--- config.mk ---
export PLATFORM = sky130hd
export DESIGN_NAME = multi_channel_analog_seq_flat
export DESIGN_NICKNAME = d
export VERILOG_FILES = /design/src/rtl/multi_channel_analog_seq_if.sv /design/src/rtl/multi_channel_analog_seq.sv /design/src/flat_wrapper.sv
export SDC_FILE = /design/constraint.sdc
export NUM_CORES = 1
export LEC_CHECK = 0
export ABC_AREA = 1
export BUFFER_PORTS_ARGS = -buffer_cell sky130_fd_sc_hd__buf_4
export CAP_MARGIN = 20
export CORE_UTILIZATION = 55
export CTS_CLUSTER_DIAMETER = 50
export DETAILED_ROUTE_END_ITERATION = 10
export PLACE_DENSITY = 0.86
export SYNTH_ARGS = -nofsm -noshare
export SYNTH_HDL_FRONTEND = slang
export SYNTH_SLANG_ARGS = --single-unit
export TNS_END_PERCENT = 30
--- constraint.sdc ---
create_clock -name clk -period 3.3 [get_ports clk]
set_input_delay 0.33 -clock clk [delete_from_list [all_inputs] [get_ports clk]]
set_output_delay 0.33 -clock clk [all_outputs]
set_load 0.02 [all_outputs]
--- src/rtl/multi_channel_analog_seq_if.sv ---
// Result stream of the multi-channel analog sequencer: one sample per
// channel visit, tagged with the channel that produced it, valid/ready
// handshake. The sequencer drives through the master modport; the digital
// back-end consumes through the slave modport.
interface multi_channel_analog_seq_if #(
  parameter int ADC_W = 8,
  parameter int CH_W  = 2
);
  logic [ADC_W-1:0] o_Sample;
  logic [CH_W-1:0]  o_SampleChannel;
  logic             o_SampleValid;
  logic             i_SampleReady;

  modport master (
    output o_Sample,
    output o_SampleChannel,
    output o_SampleValid,
    input  i_SampleReady
  );

  modport slave (
    input  o_Sample,
    input  o_SampleChannel,
    input  o_SampleValid,
    output i_SampleReady
  );
endinterface

--- src/rtl/multi_channel_analog_seq.sv ---
// Multi-channel analog sequencer. Visits every enabled channel round-robin:
// drives its DAC offset, waits for the analog path to settle, pulses that
// channel's ADC enable and captures the sample onto a tagged result stream.
// Optional feature macro CHANNEL_SEQ_AVERAGE_EN: each visit averages
// 2^AVG_LOG2 back-to-back conversions instead of taking a single one.
module multi_channel_analog_seq #(
  parameter int NUM_CH        = 4,
  parameter int DAC_W         = 8,
  parameter int ADC_W         = 8,
  parameter int SETTLE_CYCLES = 4,
  parameter int CONV_CYCLES   = 2,
  parameter int AVG_LOG2      = 2
) (
  input  logic                    clk,
  input  logic                    reset_n,
  input  logic                    i_Start,
  input  logic                    i_Continuous,
  input  logic [NUM_CH-1:0]       i_ChannelEnable,
  input  logic [NUM_CH*DAC_W-1:0] i_DacOffset,
  input  logic [NUM_CH*ADC_W-1:0] i_AdcSample,
  output logic [DAC_W-1:0]        o_DacCode,
  output logic [NUM_CH-1:0]       o_AnalogEnable,
  output logic                    o_Busy,
  output logic                    o_Overrun,
  input  logic                    i_ClearOverrun,
  multi_channel_analog_seq_if.master res
);

  localparam int CH_W  = $clog2(NUM_CH);
  localparam int CNT_W = $clog2((SETTLE_CYCLES > CONV_CYCLES ? SETTLE_CYCLES : CONV_CYCLES) + 1);
`ifdef CHANNEL_SEQ_AVERAGE_EN
  localparam int AVG_SHIFT = AVG_LOG2;
`else
  // Single conversion per visit: the averaging depth has no effect.
  localparam int AVG_SHIFT = 0 * AVG_LOG2;
`endif
  localparam int AVG_N = 1 << AVG_SHIFT;
  localparam int ACC_W = ADC_W + AVG_SHIFT;

  typedef enum logic [2:0] {S_IDLE, S_SELECT, S_SETTLE, S_CONVERT, S_CAPTURE} state_e;

  state_e              state_q, state_d;
  logic [NUM_CH-1:0]   mask_q, mask_d;
  logic [CH_W-1:0]     ptr_q, ptr_d;
  logic [CH_W-1:0]     ch_q, ch_d;
  logic [DAC_W-1:0]    dac_q, dac_d;
  logic [CNT_W-1:0]    cnt_q, cnt_d;
  logic [AVG_SHIFT:0]  avg_q, avg_d;
  logic [ACC_W-1:0]    acc_q, acc_d;
  logic [ADC_W-1:0]    sample_q, sample_d;
  logic [CH_W-1:0]     chan_q, chan_d;
  logic                valid_q, valid_d;
  logic                overrun_q, overrun_d;

  logic [CH_W-1:0]     sel_ge, sel_any, sel_ch, hi_ch;
  logic                found_ge;
  logic [ADC_W-1:0]    adc_slice;
  logic [ACC_W-1:0]    sum;
  logic                last_conv;
  logic                capture_done;

  // Channel search: lowest enabled channel at/after the pointer (with wrap)
  // and the highest enabled channel, which marks the end of a scan.
  // NOTE: every always_comb output gets a default first, so no path can
  // leave it unassigned and infer a latch.
  always_comb begin
    sel_ge   = '0;
    sel_any  = '0;
    hi_ch    = '0;
    found_ge = 1'b0;
    for (int i = NUM_CH - 1; i >= 0; i--) begin
      if (mask_q[i]) begin
        sel_any = CH_W'(i);
        if (i >= int'(ptr_q)) begin
          sel_ge   = CH_W'(i);
          found_ge = 1'b1;
        end
      end
    end
    for (int i = 0; i < NUM_CH; i++) begin
      if (mask_q[i]) hi_ch = CH_W'(i);
    end
  end

  assign sel_ch       = found_ge ? sel_ge : sel_any;
  assign adc_slice    = i_AdcSample[int'(ch_q)*ADC_W +: ADC_W];
  assign sum          = acc_q + ACC_W'(adc_slice);
  assign last_conv    = (avg_q == (AVG_SHIFT+1)'(AVG_N - 1));
  assign capture_done = (state_q == S_CAPTURE) && last_conv;

  // State register.
  // NOTE: reset is asynchronous; every flop uses non-blocking assignment so
  // all state updates on a clock edge see the pre-edge values.
  always_ff @(posedge clk or negedge reset_n) begin
    if (!reset_n) state_q <= S_IDLE;
    else          state_q <= state_d;
  end

  // Next-state logic.
  always_comb begin
    state_d = state_q;
    case (state_q)
      S_IDLE:    if (i_Start && (|i_ChannelEnable)) state_d = S_SELECT;
      S_SELECT:  state_d = S_SETTLE;
      S_SETTLE:  if (cnt_q == CNT_W'(SETTLE_CYCLES - 1)) state_d = S_CONVERT;
      S_CONVERT: if (cnt_q == CNT_W'(CONV_CYCLES - 1)) state_d = S_CAPTURE;
      S_CAPTURE: begin
        if (!last_conv)                               state_d = S_CONVERT;
        else if (ch_q != hi_ch)                       state_d = S_SELECT;
        // A re-latched empty mask has nothing to visit, so the scan ends.
        else if (i_Continuous && (|i_ChannelEnable))  state_d = S_SELECT;
        else                                          state_d = S_IDLE;
      end
      default:   state_d = S_IDLE;
    endcase
  end

  // Datapath next values: mask, pointer, DAC code, timers, accumulator and
  // the result stream with overrun detection.
  always_comb begin
    mask_d    = mask_q;
    ptr_d     = ptr_q;
    ch_d      = ch_q;
    dac_d     = dac_q;
    avg_d     = avg_q;
    acc_d     = acc_q;
    cnt_d     = '0;
    sample_d  = sample_q;
    chan_d    = chan_q;
    valid_d   = valid_q & ~res.i_SampleReady;
    overrun_d = overrun_q & ~i_ClearOverrun;

    if ((state_q == S_SETTLE || state_q == S_CONVERT) && state_d == state_q)
      cnt_d = cnt_q + 1'b1;

    case (state_q)
      S_IDLE: if (i_Start) mask_d = i_ChannelEnable;
      S_SELECT: begin
        ch_d  = sel_ch;
        dac_d = i_DacOffset[int'(sel_ch)*DAC_W +: DAC_W];
        avg_d = '0;
        acc_d = '0;
      end
      S_CAPTURE: begin
        avg_d = avg_q + 1'b1;
        acc_d = sum;
        if (last_conv) begin
          ptr_d = (ch_q == CH_W'(NUM_CH - 1)) ? '0 : ch_q + 1'b1;
          if (ch_q == hi_ch && i_Continuous) mask_d = i_ChannelEnable;
        end
      end
      default: ;
    endcase

    // A new result replaces the old one only if the slot is free or being
    // drained this cycle; otherwise it is dropped and flagged.
    if (capture_done) begin
      if (!valid_q || res.i_SampleReady) begin
        sample_d = ADC_W'(sum >> AVG_SHIFT);
        chan_d   = ch_q;
        valid_d  = 1'b1;
      end else begin
        overrun_d = 1'b1;
      end
    end
  end

  // Datapath registers.
  always_ff @(posedge clk or negedge reset_n) begin
    if (!reset_n) begin
      mask_q    <= '0;
      ptr_q     <= '0;
      ch_q      <= '0;
      dac_q     <= '0;
      cnt_q     <= '0;
      avg_q     <= '0;
      acc_q     <= '0;
      sample_q  <= '0;
      chan_q    <= '0;
      valid_q   <= 1'b0;
      overrun_q <= 1'b0;
    end else begin
      mask_q    <= mask_d;
      ptr_q     <= ptr_d;
      ch_q      <= ch_d;
      dac_q     <= dac_d;
      cnt_q     <= cnt_d;
      avg_q     <= avg_d;
      acc_q     <= acc_d;
      sample_q  <= sample_d;
      chan_q    <= chan_d;
      valid_q   <= valid_d;
      overrun_q <= overrun_d;
    end
  end

  // Outputs decoded from state; only the visited channel is ever enabled.
  always_comb begin
    o_Busy         = (state_q != S_IDLE);
    o_AnalogEnable = '0;
    if (state_q == S_CONVERT) o_AnalogEnable = NUM_CH'(1) << ch_q;
  end

  assign o_DacCode           = dac_q;
  assign o_Overrun           = overrun_q;
  assign res.o_Sample        = sample_q;
  assign res.o_SampleChannel = chan_q;
  assign res.o_SampleValid   = valid_q;

endmodule

--- src/flat_wrapper.sv ---
// flat-port wrapper written by rule: the top's interface ports become plain ports
module multi_channel_analog_seq_flat 
#(
  parameter int NUM_CH        = 4,
  parameter int DAC_W         = 8,
  parameter int ADC_W         = 8,
  parameter int SETTLE_CYCLES = 4,
  parameter int CONV_CYCLES   = 2,
  parameter int AVG_LOG2      = 2
)
  (clk, reset_n, i_Start, i_Continuous, i_ChannelEnable, i_DacOffset, i_AdcSample, o_DacCode, o_AnalogEnable, o_Busy, o_Overrun, i_ClearOverrun, res_o_Sample, res_o_SampleChannel, res_o_SampleValid, res_i_SampleReady);
  multi_channel_analog_seq_if #(.ADC_W(ADC_W), .CH_W(2)) res_i ();
  input  logic clk;
  input  logic reset_n;
  input  logic i_Start;
  input  logic i_Continuous;
  input  logic [NUM_CH-1:0] i_ChannelEnable;
  input  logic [NUM_CH*DAC_W-1:0] i_DacOffset;
  input  logic [NUM_CH*ADC_W-1:0] i_AdcSample;
  output logic [DAC_W-1:0] o_DacCode;
  output logic [NUM_CH-1:0] o_AnalogEnable;
  output logic o_Busy;
  output logic o_Overrun;
  input  logic i_ClearOverrun;
  output wire logic [$bits(res_i.o_Sample)-1:0] res_o_Sample;
  output wire logic [$bits(res_i.o_SampleChannel)-1:0] res_o_SampleChannel;
  output wire logic [$bits(res_i.o_SampleValid)-1:0] res_o_SampleValid;
  input wire logic [$bits(res_i.i_SampleReady)-1:0] res_i_SampleReady;
  assign res_o_Sample = res_i.o_Sample;
  assign res_o_SampleChannel = res_i.o_SampleChannel;
  assign res_o_SampleValid = res_i.o_SampleValid;
  assign res_i.i_SampleReady = res_i_SampleReady;
  multi_channel_analog_seq #(.NUM_CH(NUM_CH), .DAC_W(DAC_W), .ADC_W(ADC_W), .SETTLE_CYCLES(SETTLE_CYCLES), .CONV_CYCLES(CONV_CYCLES), .AVG_LOG2(AVG_LOG2)) u_core (.clk(clk), .reset_n(reset_n), .i_Start(i_Start), .i_Continuous(i_Continuous), .i_ChannelEnable(i_ChannelEnable), .i_DacOffset(i_DacOffset), .i_AdcSample(i_AdcSample), .o_DacCode(o_DacCode), .o_AnalogEnable(o_AnalogEnable), .o_Busy(o_Busy), .o_Overrun(o_Overrun), .i_ClearOverrun(i_ClearOverrun), .res(res_i));
endmodule
==> impl_metrics.yaml, run 1 <==
setup_path:
  r2r-start: "u_core.ch_q[0]"
  critical_path.most_common_cell: "nand3_1"
  start_kind: "register"
  required_ns: 3.50
  crit_path_end_kind: "register"
  reg2reg_depth: 10
  cp.arrival_ns: 2.81
  crit_start: "u_core.ch_q[0]"
  crit_path_max_fanout: 20
  critPathKind: "reg2reg"
  r2r_end: "u_core.res.o_Sample[6]"
  reg2reg_slack_ns: 0.69
  crit_chain: "clkinv_1, o21ai_0, o22ai_1, ha_1, fa_1, nand4_1, nand3_1, or2_2, nand3_1, nand2_1"
  crit_slowest_cell: "fa_1"
  cpPeakStageDelay_ns: 0.44
  crit_end: "u_core.res.o_Sample[6]"
yosys:
  syn_nets: 502
  synth_edf_count: 0
  synth_ff_type: "dfrtp_1"
  netlist_top_cells_count: "nand2_1 (111), inv_1 (63), nand3_1 (47)"
  synth.distinct_cells: 36
  synth_top_family_by_area: "simple AND/OR/NAND/NOR gates"
  synth_most_common_cell: "nand2_1"
  synth_adder_area_share_pct: 6.62
  synth_top_cell_by_area: "dfrtp_1"
  synthXorXnorAreaFrac_pct: 1.49
  synth_compound_area_share_pct: 11.0
  yosysTopAreaCellShare_pct: 36.5
  yosys.area_share.simple_pct: 32.3
  yosys-top-cells-area: "dfrtp_1 (37%), nand2_1 (14%), inv_1 (8.0%)"
  async_flop_share_pct: 100
  avgSynthCellArea_um2: 7.14
  netlist_area_um2: 2950
  syn_inst: 413
  yosysWarnings: 0
  synthMuxAreaShare_pct: 0
  synth-seq-cells: 43
  seq_area_frac_synth_pct: 36.5
drt:
  first_pass_iters: 6
  dr.first_iter.drc_count: 170
  vias_per_cell: 5.14
  vias: 2974
  drc: 0
  drtAntennaViolNets: 0
  drt_wl_total_um: 7530
  routedWlPerCell_um: 13.0
power_and_ir_drop:
  p_leak_nw: 2.14
  ir_drop_mv: 0.526
  finalPower_w: 0.00355
  p_per_area_nw_per_um2: 931
clocking:
  insertion_delay_ns: 0.30
  numCtsBuffers: 5
  clock_sinks: 43
  post_cts_resize_count: 0
  cts_buffer_depth: 2
  cts_tree: "done"
  root_buffer: "clkbuf_8"
  clkTransAtPathRegs_ns: 0.08
  cts_max_level: 2
  postCtsSetupBuffers: 0
  hold_buffers: 0
cells_and_area:
  final_nets: 597
  syn2layout_area_growth_pct: 29.4
  drive_gt1_share_pct: 25.7
  antenna_cells: 0
  stdcell_count: 579
  fin_util_pct: 74.2
sta:
  hold_violations: 5
  fin_skew_ns: 0.00545
  timing.hold.ws_ns: -0.00255
  maxSlewHeadroom_pct: 60.7
  fin_crit_ns: 2.61
  fin_tns_setup_ns: 0
  fin_crit_sh_pct: 79.1
  finalMaxSlewViolations: 0
  finalSetupViolCount: 0
  max_freq_mhz: 383
  rsz0062_at_grt: "false"
  worst_pin_slew_ns: 0.586
  setup_slack_ns: 0.688
grt:
  grtUsageMet2_pct: 49.2
  grtUsageMet1_pct: 36.7
  antenna_found_initial: 0
  met3_usage_pct: 4.95
  grt_pass1_vias: 2770
  gr-total-overflow: 0
  grt_pass1_wl_um: 12100
  grt_usage_pct: 28.6
  grt_max_degree: 44
  busiest_layer: "met2"
die:
  die_h_um: 75.2
  die_area_um2: 5660
  die_x_um: 75.2
  row_count: 26
  initial_core_util_pct: 57.4
  ios: 99
  coreArea_um2: 5140
job:
  drv_cap: 0
outcome:
  status: "finished with violations"
  violations: "negative hold slack"
placed_design:
  gp_congestion: 0.862
  numPlacedInstances: 571
  dp_slack_ns: 0.780
  dp.final_hpwl_um: 5710
  io_buffers: 98
min_path:
  hold_class: "in2async"
-- state kept, by name (all words and copies together), names as in the netlist --
| register | flops |
|---|---|
| u_core.state_q | 3 |
| u_core.res.o_SampleValid | 1 |
| u_core.res.o_Sample | 8 |
| u_core.cnt_q | 3 |
| u_core.o_Overrun | 1 |
| u_core.o_DacCode | 8 |
| u_core.ptr_q | 2 |
| u_core.avg_q | 1 |
| u_core.ch_q | 2 |
| u_core.acc_q | 8 |
| u_core.res.o_SampleChannel | 2 |
| u_core.mask_q | 4 |
-- worst min-delay path by stage --
stage	startpoint	to	slack (ns)	cells after the start
finish	reset_n	u_core.o_Overrun	-0.003	1
global route	reset_n	u_core.ptr_q[0]	0.04	1
CTS	reset_n	u_core.o_Overrun	0.03	1
detailed placement	reset_n	u_core.o_Overrun	0.36	1
global placement	reset_n	u_core.ptr_q[0]	0.34	1
floorplan	reset_n	u_core.acc_q[0]	0.03	0
-- routing by layer --
metal  wire, um  vias up
met5          0        -
met2       3590      104
met3        451       15
li1           -     1499
met4        138        0
met1       3340     1356
-- logic make-up after synthesis --
logic type / after synthesis
buffers and inverters: 80
adder cells (fa/ha/maj): 15
AO/OA/AOI/OAI: 59
AND/OR/NAND/NOR: 211
XOR/XNOR: 5
flip-flops: 43
-- final cells by class --
class	count	area (um^2)
clock buffer	6	72.6
tap	70	87.6
clock inverter	2	60.1
sequential	43	1080
timing repair buffer	99	743
fill	411	1330
inverter	69	259
multi-input combinational	290	1520
-- worst max-delay path, delay by kind of cell, from the launching register on --
| family | cells | cell delay [ns] |
|---|---|---|
| compound gates | 2 | 0.45 |
| fa+ha+maj | 2 | 0.69 |
| buf+inv | 1 | 0.38 |
| flops | 1 | 0.36 |
| simple gates | 5 | 0.63 |
-- where the power goes --
part | switching [W] | internal, W
Sequential | 0.000166 | 0.000741
Clock | 0.000189 | 0.000303
Combinational | 0.00137 | 0.000786
Total | 0.00172 | 0.00183
-- cells in the final DEF, fill, tap and decap left out, types with 2 or more instances in the layout --
cell,n
o22ai_1,8
xor2_1,4
nand2_1,111
buf_4,99
a31oi_1,2
nand2b_1,2
a21oi_2,2
o21ai_0,31
nor2_4,2
nand3_1,47
o21ai_1,5
inv_2,5
nand2_2,10
nand4_1,2
nand3b_1,2
clkbuf_8,5
a21oi_1,8
ha_1,14
inv_1,63
nor2_1,29
bufinv_16,2
dfrtp_1,43
-- per-stage QoR --
step	hold WS [ns]	area (um^2)
floorplan	0.0344	2950
global placement	0.344	3680
detailed placement	0.356	3680
CTS	0.0257	3810
global route	0.0403	3810
finish	-0.00255	3810
(Power assumes the default switching activity.)
==> inputs of run 2 (changes only) <==
ABC_AREA = 0   (was 1)
CORE_UTILIZATION = 45   (was 55)
PLACE_DENSITY = 0.77   (was 0.86)
clock period = 2.25 ns   (was 3.3 ns; I/O delays follow)
==> run 2 against run 1 <==
Compared with the run above:
- the run ends with negative setup slack left
- die area increased by 9.1%
- clock power shrank 2%
- global-route usage decreased by 5.5 points
- utilization down 7.5 points
- via count fell by 21%
- largest power group unchanged
==> impl_metrics.yaml, run 2 <==
job:
  drv_cap: 0
power_and_ir_drop:
  switching_share_pct: 41.6
  p_leak_nw: 1.82
  clkPwrFrac_pct: 10.7
  seqPwrFrac_pct: 30.2
  p_per_area_nw_per_um2: 1200
  internal_power_w: 0.00262
  power_frac_comb_pct: 59.1
  p_switching_w: 0.00186
  ir_drop_mv: 0.646
clocking:
  clock_sinks: 43
  cts_buffer_depth: 2
  clkTransAtPathRegs_ns: 0.09
  numCtsBuffers: 5
  cts_max_level: 2
  cts_tree: "done"
  insertion_delay_ns: 0.30
  root_buffer: "clkbuf_8"
cells_and_area:
  syn2layout_area_growth_pct: 40.8
  fin_util_pct: 66.7
  drive_gt1_share_pct: 43.1
  mostFrequentLayoutCells: "buf_4 (118), dfrtp_1 (42), nand2_1 (20), mux2i_1 (16), mux2_1 (13)"
  layout_commonest_cell: "buf_4"
  antenna_cells: 0
  final_nets: 438
setup_path:
  cpPeakStageDelay_ns: 0.52
  crit_chain: "mux4_2, ha_2, fa_2, a211oi_2, o21bai_1, a21oi_2, xnor2_2, mux2_1"
  reg2reg_depth: 8
  start_kind: "register"
  cp.arrival_ns: 2.66
  crit_start: "u_core.ch_q[0]"
  r2r-start: "u_core.ch_q[0]"
  crit_path_max_fanout: 5
  critPathKind: "reg2reg"
  crit_slowest_cell: "mux4_2"
  crit_path_end_kind: "register"
  r2r_end: "u_core.res.o_Sample[6]"
  required_ns: 2.44
  reg2reg_slack_ns: -0.22
  crit_end: "u_core.res.o_Sample[6]"
placed_design:
  io_buffers: 98
  gp_congestion: 0.847
  dp.final_hpwl_um: 5360
  dp_slack_ns: -0.242
yosys:
  yosysWarnings: 0
  synth-seq-cells: 43
  yosysTopAreaCellShare_pct: 40.8
  synth_ff_type: "dfrtp_1"
  synth_most_common_cell: "dfrtp_1"
  syn_nets: 324
  async_flop_share_pct: 100
  netlist_top_cells_count: "dfrtp_1 (43), nand2_1 (20), mux2i_1 (16)"
  synth_top_cell_by_area: "dfrtp_1"
  yosys-top-cells-area: "dfrtp_1 (41%), mux4_2 (6.8%), ha_1 (6.6%)"
  seq_area_frac_synth_pct: 40.8
  avgSynthCellArea_um2: 11.2
  netlist_area_um2: 2640
  synth.distinct_cells: 44
  syn_inst: 235
  synth_edf_count: 0
grt:
  grt_pass1_wl_um: 11000
  grt_pass1_vias: 2446
  antenna_found_initial: 0
  gr-total-overflow: 0
  grt_usage_pct: 23.1
  grt_max_degree: 44
sta:
  worst_pin_slew_ns: 0.971
  max_freq_mhz: 405
  rsz0062_at_grt: "true"
  fin_crit_sh_pct: 110
  fin_crit_ns: 2.47
  maxSlewHeadroom_pct: 35.2
  fin_skew_ns: 0.0112
  hold_violations: 0
  finalSetupViolCount: 9
  setup_slack_ns: -0.218
  finalMaxSlewViolations: 0
drt:
  drt_wl_total_um: 6820
  dr.first_iter.drc_count: 82
  drc: 0
  routedWlPerCell_um: 16.2
  vias_per_cell: 5.57
  vias: 2351
  drtAntennaViolNets: 0
  first_pass_iters: 4
die:
  die_h_um: 78.6
  row_count: 27
  coreArea_um2: 5570
  ios: 99
  initial_core_util_pct: 47.3
  die_area_um2: 6170
  die_x_um: 78.6
outcome:
  status: "finished with violations"
  violations: "negative setup slack"
min_path:
  hold_class: "in2reg"
[run 2: changes by cell type after synthesis, moves of 7 or more]
cell,change
a22o_1,+11
and3_1,+8
inv_1,-57
mux2_1,+13
mux2i_1,+16
mux4_2,+8
nand2_1,-91
nand2_2,-10
nand3_1,-44
nor2_1,-23
o21ai_0,-29
o221ai_1,+9
o22ai_1,-7
[run 2: cell type report]
cell class / instances / area, um^2
fill: 440 / 1860
multi-input combinational: 174 / 1550
sequential: 43 / 1080
timing repair buffer: 119 / 896
tap: 72 / 90.1
clock buffer: 5 / 68.8
inverter: 6 / 22.5
clock inverter: 3 / 15.0
[run 2: worst max-delay path, delay by kind of cell, from the launching register on]
| family | cells | cell delay (ns) |
|---|---|---|
| AOI/OAI and AO/OA | 3 | 0.49 |
| xor gates and xnor gates | 1 | 0.09 |
| adders and majority gates | 2 | 0.57 |
| DFF | 1 | 0.43 |
| muxes | 2 | 0.80 |
[run 2: power groups by stage]
stage	logic, W	clock network (W)	registers, W
2_1_floorplan	0.00157	0	0.00149
3_3_place_gp	0.00250	0	0.00135
3_5_place_dp	0.00258	0	0.00137
4_1_cts	0.00263	0.000494	0.00135
5_1_grt	0.00289	0.000533	0.00140
6_report	0.00265	0.000479	0.00135
[run 2: layer usage]
layer	track usage [%]	routed length (um)	vias up
met2	43.0	3540	93
met4	5.93	58	0
met5	0	0	-
met3	6.40	493	8
met1	25.5	2730	1134
li1	-	-	1116
[run 2: through the flow]
stage	instances	TNS, ns	hold WS, ns	instance area [um^2]	power, W
detailed placement	412	-1.48	0.261	3570	0.00395
global placement	412	-0.952	0.249	3570	0.00385
floorplan	235	-1.61	-0.0706	2670	0.00306
finish	422	-1.15	0.117	3720	0.00448
CTS	422	-1.34	0.110	3690	0.00447
global route	422	-2.06	0.104	3720	0.00482
[run 2: kinds of logic after synthesis]
group	share of synthesized area, %
compound gates	17.0
xor+xnor	2.66
fa+ha+maj	7.40
buf+inv	3.03
flops	40.8
mux	18.9
simple gates	10.2
[run 2: what timing repair did]
item,in CTS,in global routing
setup endpoints to repair,11,12
resized for setup,2,6
gates cloned,0,0
hold buffers,1,0
hold endpoints to repair,43,0
pin swaps,2,0
setup buffers,1,0
[run 2: how the worst min path moves through the flow]
stage | start | endpoint | slack [ns] | depth (start not counted)
2_1_floorplan | reset_n | u_core.acc_q[0] | -0.07 | 0
5_1_grt | i_ClearOverrun | u_core.o_Overrun | 0.10 | 2
3_5_place_dp | reset_n | u_core.res.o_Sample[4] | 0.26 | 1
4_1_cts | i_ClearOverrun | u_core.o_Overrun | 0.11 | 2
3_3_place_gp | reset_n | u_core.res.o_Sample[5] | 0.25 | 1
6_report | i_ClearOverrun | u_core.o_Overrun | 0.12 | 2
==> inputs of run 3 (changes only) <==
CORE_ASPECT_RATIO = 1.75   (was default)
==> run 3 against run 2 <==
Compared with the run above:
- the flow still finishes with violations (negative setup slack)
- register-to-register slack lost 0.07 ns
- cell count grew 0.71%
- die area increased by 0.20%
- cell area is 0.40% lower
- hold slack lost 0.0083 ns
- combinational power is essentially flat
- wire length decreased by 2.6%
- sequential power barely moved
- first-iteration DRC count decreased by 6.1%
- clock power fell by 4%
- largest cell class unchanged
==> impl_metrics.yaml, run 3 (synthesis results as in run 2) <==
power_and_ir_drop:
  switching_share_pct: 41.1
  p_leak_nw: 1.81
  clkPwrFrac_pct: 10.4
  internal_power_w: 0.00262
  power_frac_comb_pct: 59.4
  seqPwrFrac_pct: 30.2
  ir_drop_mv: 0.734
  p_switching_w: 0.00183
  p_per_area_nw_per_um2: 1200
cells_and_area:
  mostFrequentLayoutCells: "buf_4 (118), dfrtp_1 (42), nand2_1 (20), mux2i_1 (16), ha_1 (13)"
  antenna_cells: 0
  final_nets: 438
  syn2layout_area_growth_pct: 40.3
  drive_gt1_share_pct: 41.5
  layout_commonest_cell: "buf_4"
  multi_input_area_um2: 1530
  fillers: 469
  seq_area_um2: 1080
  fin_util_pct: 65.7
sta:
  finalMaxSlewViolations: 0
  worst_pin_slew_ns: 0.981
  fin_skew_ns: 0.00689
  timing.hold.ws_ns: 0.109
  setup_slack_ns: -0.286
  rsz0062_at_grt: "true"
  finalSetupViolCount: 10
  hold_violations: 0
  fin_crit_sh_pct: 113
  fin_tns_setup_ns: -1.62
  max_freq_mhz: 394
  fin_crit_ns: 2.54
  maxSlewHeadroom_pct: 34.5
clocking:
  root_buffer: "clkbuf_8"
  cts_buffer_depth: 2
  postCtsSetupBuffers: 0
  numCtsBuffers: 5
  clkTransAtPathRegs_ns: 0.08
  cts_max_level: 2
  clock_sinks: 43
  cts_tree: "done"
  insertion_delay_ns: 0.30
outcome:
  violations: "negative setup slack"
  status: "finished with violations"
placed_design:
  io_buffers: 98
  dp.final_hpwl_um: 5210
  gp_congestion: 0.822
grt:
  grtUsageMet1_pct: 22.4
  grtUsageMet2_pct: 43.5
  grt_pass1_wl_um: 10400
  busiest_layer: "met2"
  gr-total-overflow: 0
  met3_usage_pct: 3.48
  grt_pass1_vias: 2453
  grt_usage_pct: 22.5
  antenna_found_initial: 0
  grt_max_degree: 44
min_path:
  hold_class: "in2reg"
die:
  coreArea_um2: 5630
  die_area_um2: 6190
  ios: 99
  die_h_um: 103
  row_count: 36
  initial_core_util_pct: 46.9
  die_x_um: 59.9
setup_path:
  crit_path_max_fanout: 5
  r2r_end: "u_core.res.o_Sample[6]"
  required_ns: 2.43
  reg2reg_slack_ns: -0.29
  crit_end: "u_core.res.o_Sample[6]"
  start_kind: "register"
  crit_start: "u_core.ch_q[0]"
  critPathKind: "reg2reg"
  cp.arrival_ns: 2.72
  reg2reg_depth: 8
  crit_path_end_kind: "register"
  r2r-start: "u_core.ch_q[0]"
drt:
  dr.first_iter.drc_count: 77
  drtAntennaViolNets: 0
  drt_wl_total_um: 6640
  first_pass_iters: 4
  drc: 0
  vias_per_cell: 5.56
  vias: 2365
  routedWlPerCell_um: 15.6
job:
  drv_cap: 0
## run 3: routing by layer
metal | vias to the layer above | wire length [um]
met2 | 79 | 3830
met5 | - | 0
li1 | 1108 | -
met3 | 11 | 296
met1 | 1167 | 2370
met4 | 0 | 141
## run 3: layout make-up
type,instances,share of cell area (%)
well taps,76,2.57
multi-input cells,174,41.4
inverters,6,0.609
repair buffers,119,24.2
flip-flops and latches,43,29.1
clock buffers,7,2.06
## run 3: worst min path at each step
stage / start / endpoint / slack [ns] / depth (start not counted)
3_5_place_dp: reset_n / u_core.o_Overrun / 0.25 / 1
6_report: i_ClearOverrun / u_core.o_Overrun / 0.11 / 2
3_3_place_gp: reset_n / u_core.res.o_SampleValid / 0.25 / 1
4_1_cts: i_ClearOverrun / u_core.o_Overrun / 0.1 / 2
5_1_grt: i_ClearOverrun / u_core.o_Overrun / 0.10 / 2
2_1_floorplan: reset_n / u_core.acc_q[0] / -0.07 / 0
## run 3: through the flow
| stage | setup WS, ns | power [W] | area (um^2) | cells |
|---|---|---|---|---|
| floorplan | -0.269 | 0.00306 | 2670 | 235 |
| global placement | -0.181 | 0.00390 | 3580 | 417 |
| detailed placement | -0.282 | 0.00398 | 3580 | 417 |
| CTS | -0.261 | 0.00449 | 3700 | 425 |
| global route | -0.407 | 0.00479 | 3700 | 425 |
| finish | -0.286 | 0.00446 | 3700 | 425 |
## run 3: power groups by stage
stage / Sequential, W / Clock [W] / Combinational [W]
finish: 0.00135 / 0.000462 / 0.00265
global route: 0.00138 / 0.000514 / 0.00289
CTS: 0.00135 / 0.000474 / 0.00267
detailed placement: 0.00136 / 0 / 0.00262
global placement: 0.00134 / 0 / 0.00256
floorplan: 0.00149 / 0 / 0.00157
## run 3: repair_timing
item / CTS / global route
endpoints found under the hold margin: 43 / 0
hold buffers: 1 / 0
gates resized for setup: 5 / 1
pin swaps: 2 / 1
endpoints found under the setup margin: 10 / 12
## run 3: critical path: stages, from the launching register on
cell      delay [ns]
dfrtp_2         0.43
mux4_2          0.54
ha_4            0.18
fa_2            0.37
a211oi_2        0.25
o21bai_1        0.11
a21oi_1         0.16
xnor2_1         0.10
mux2_4          0.27
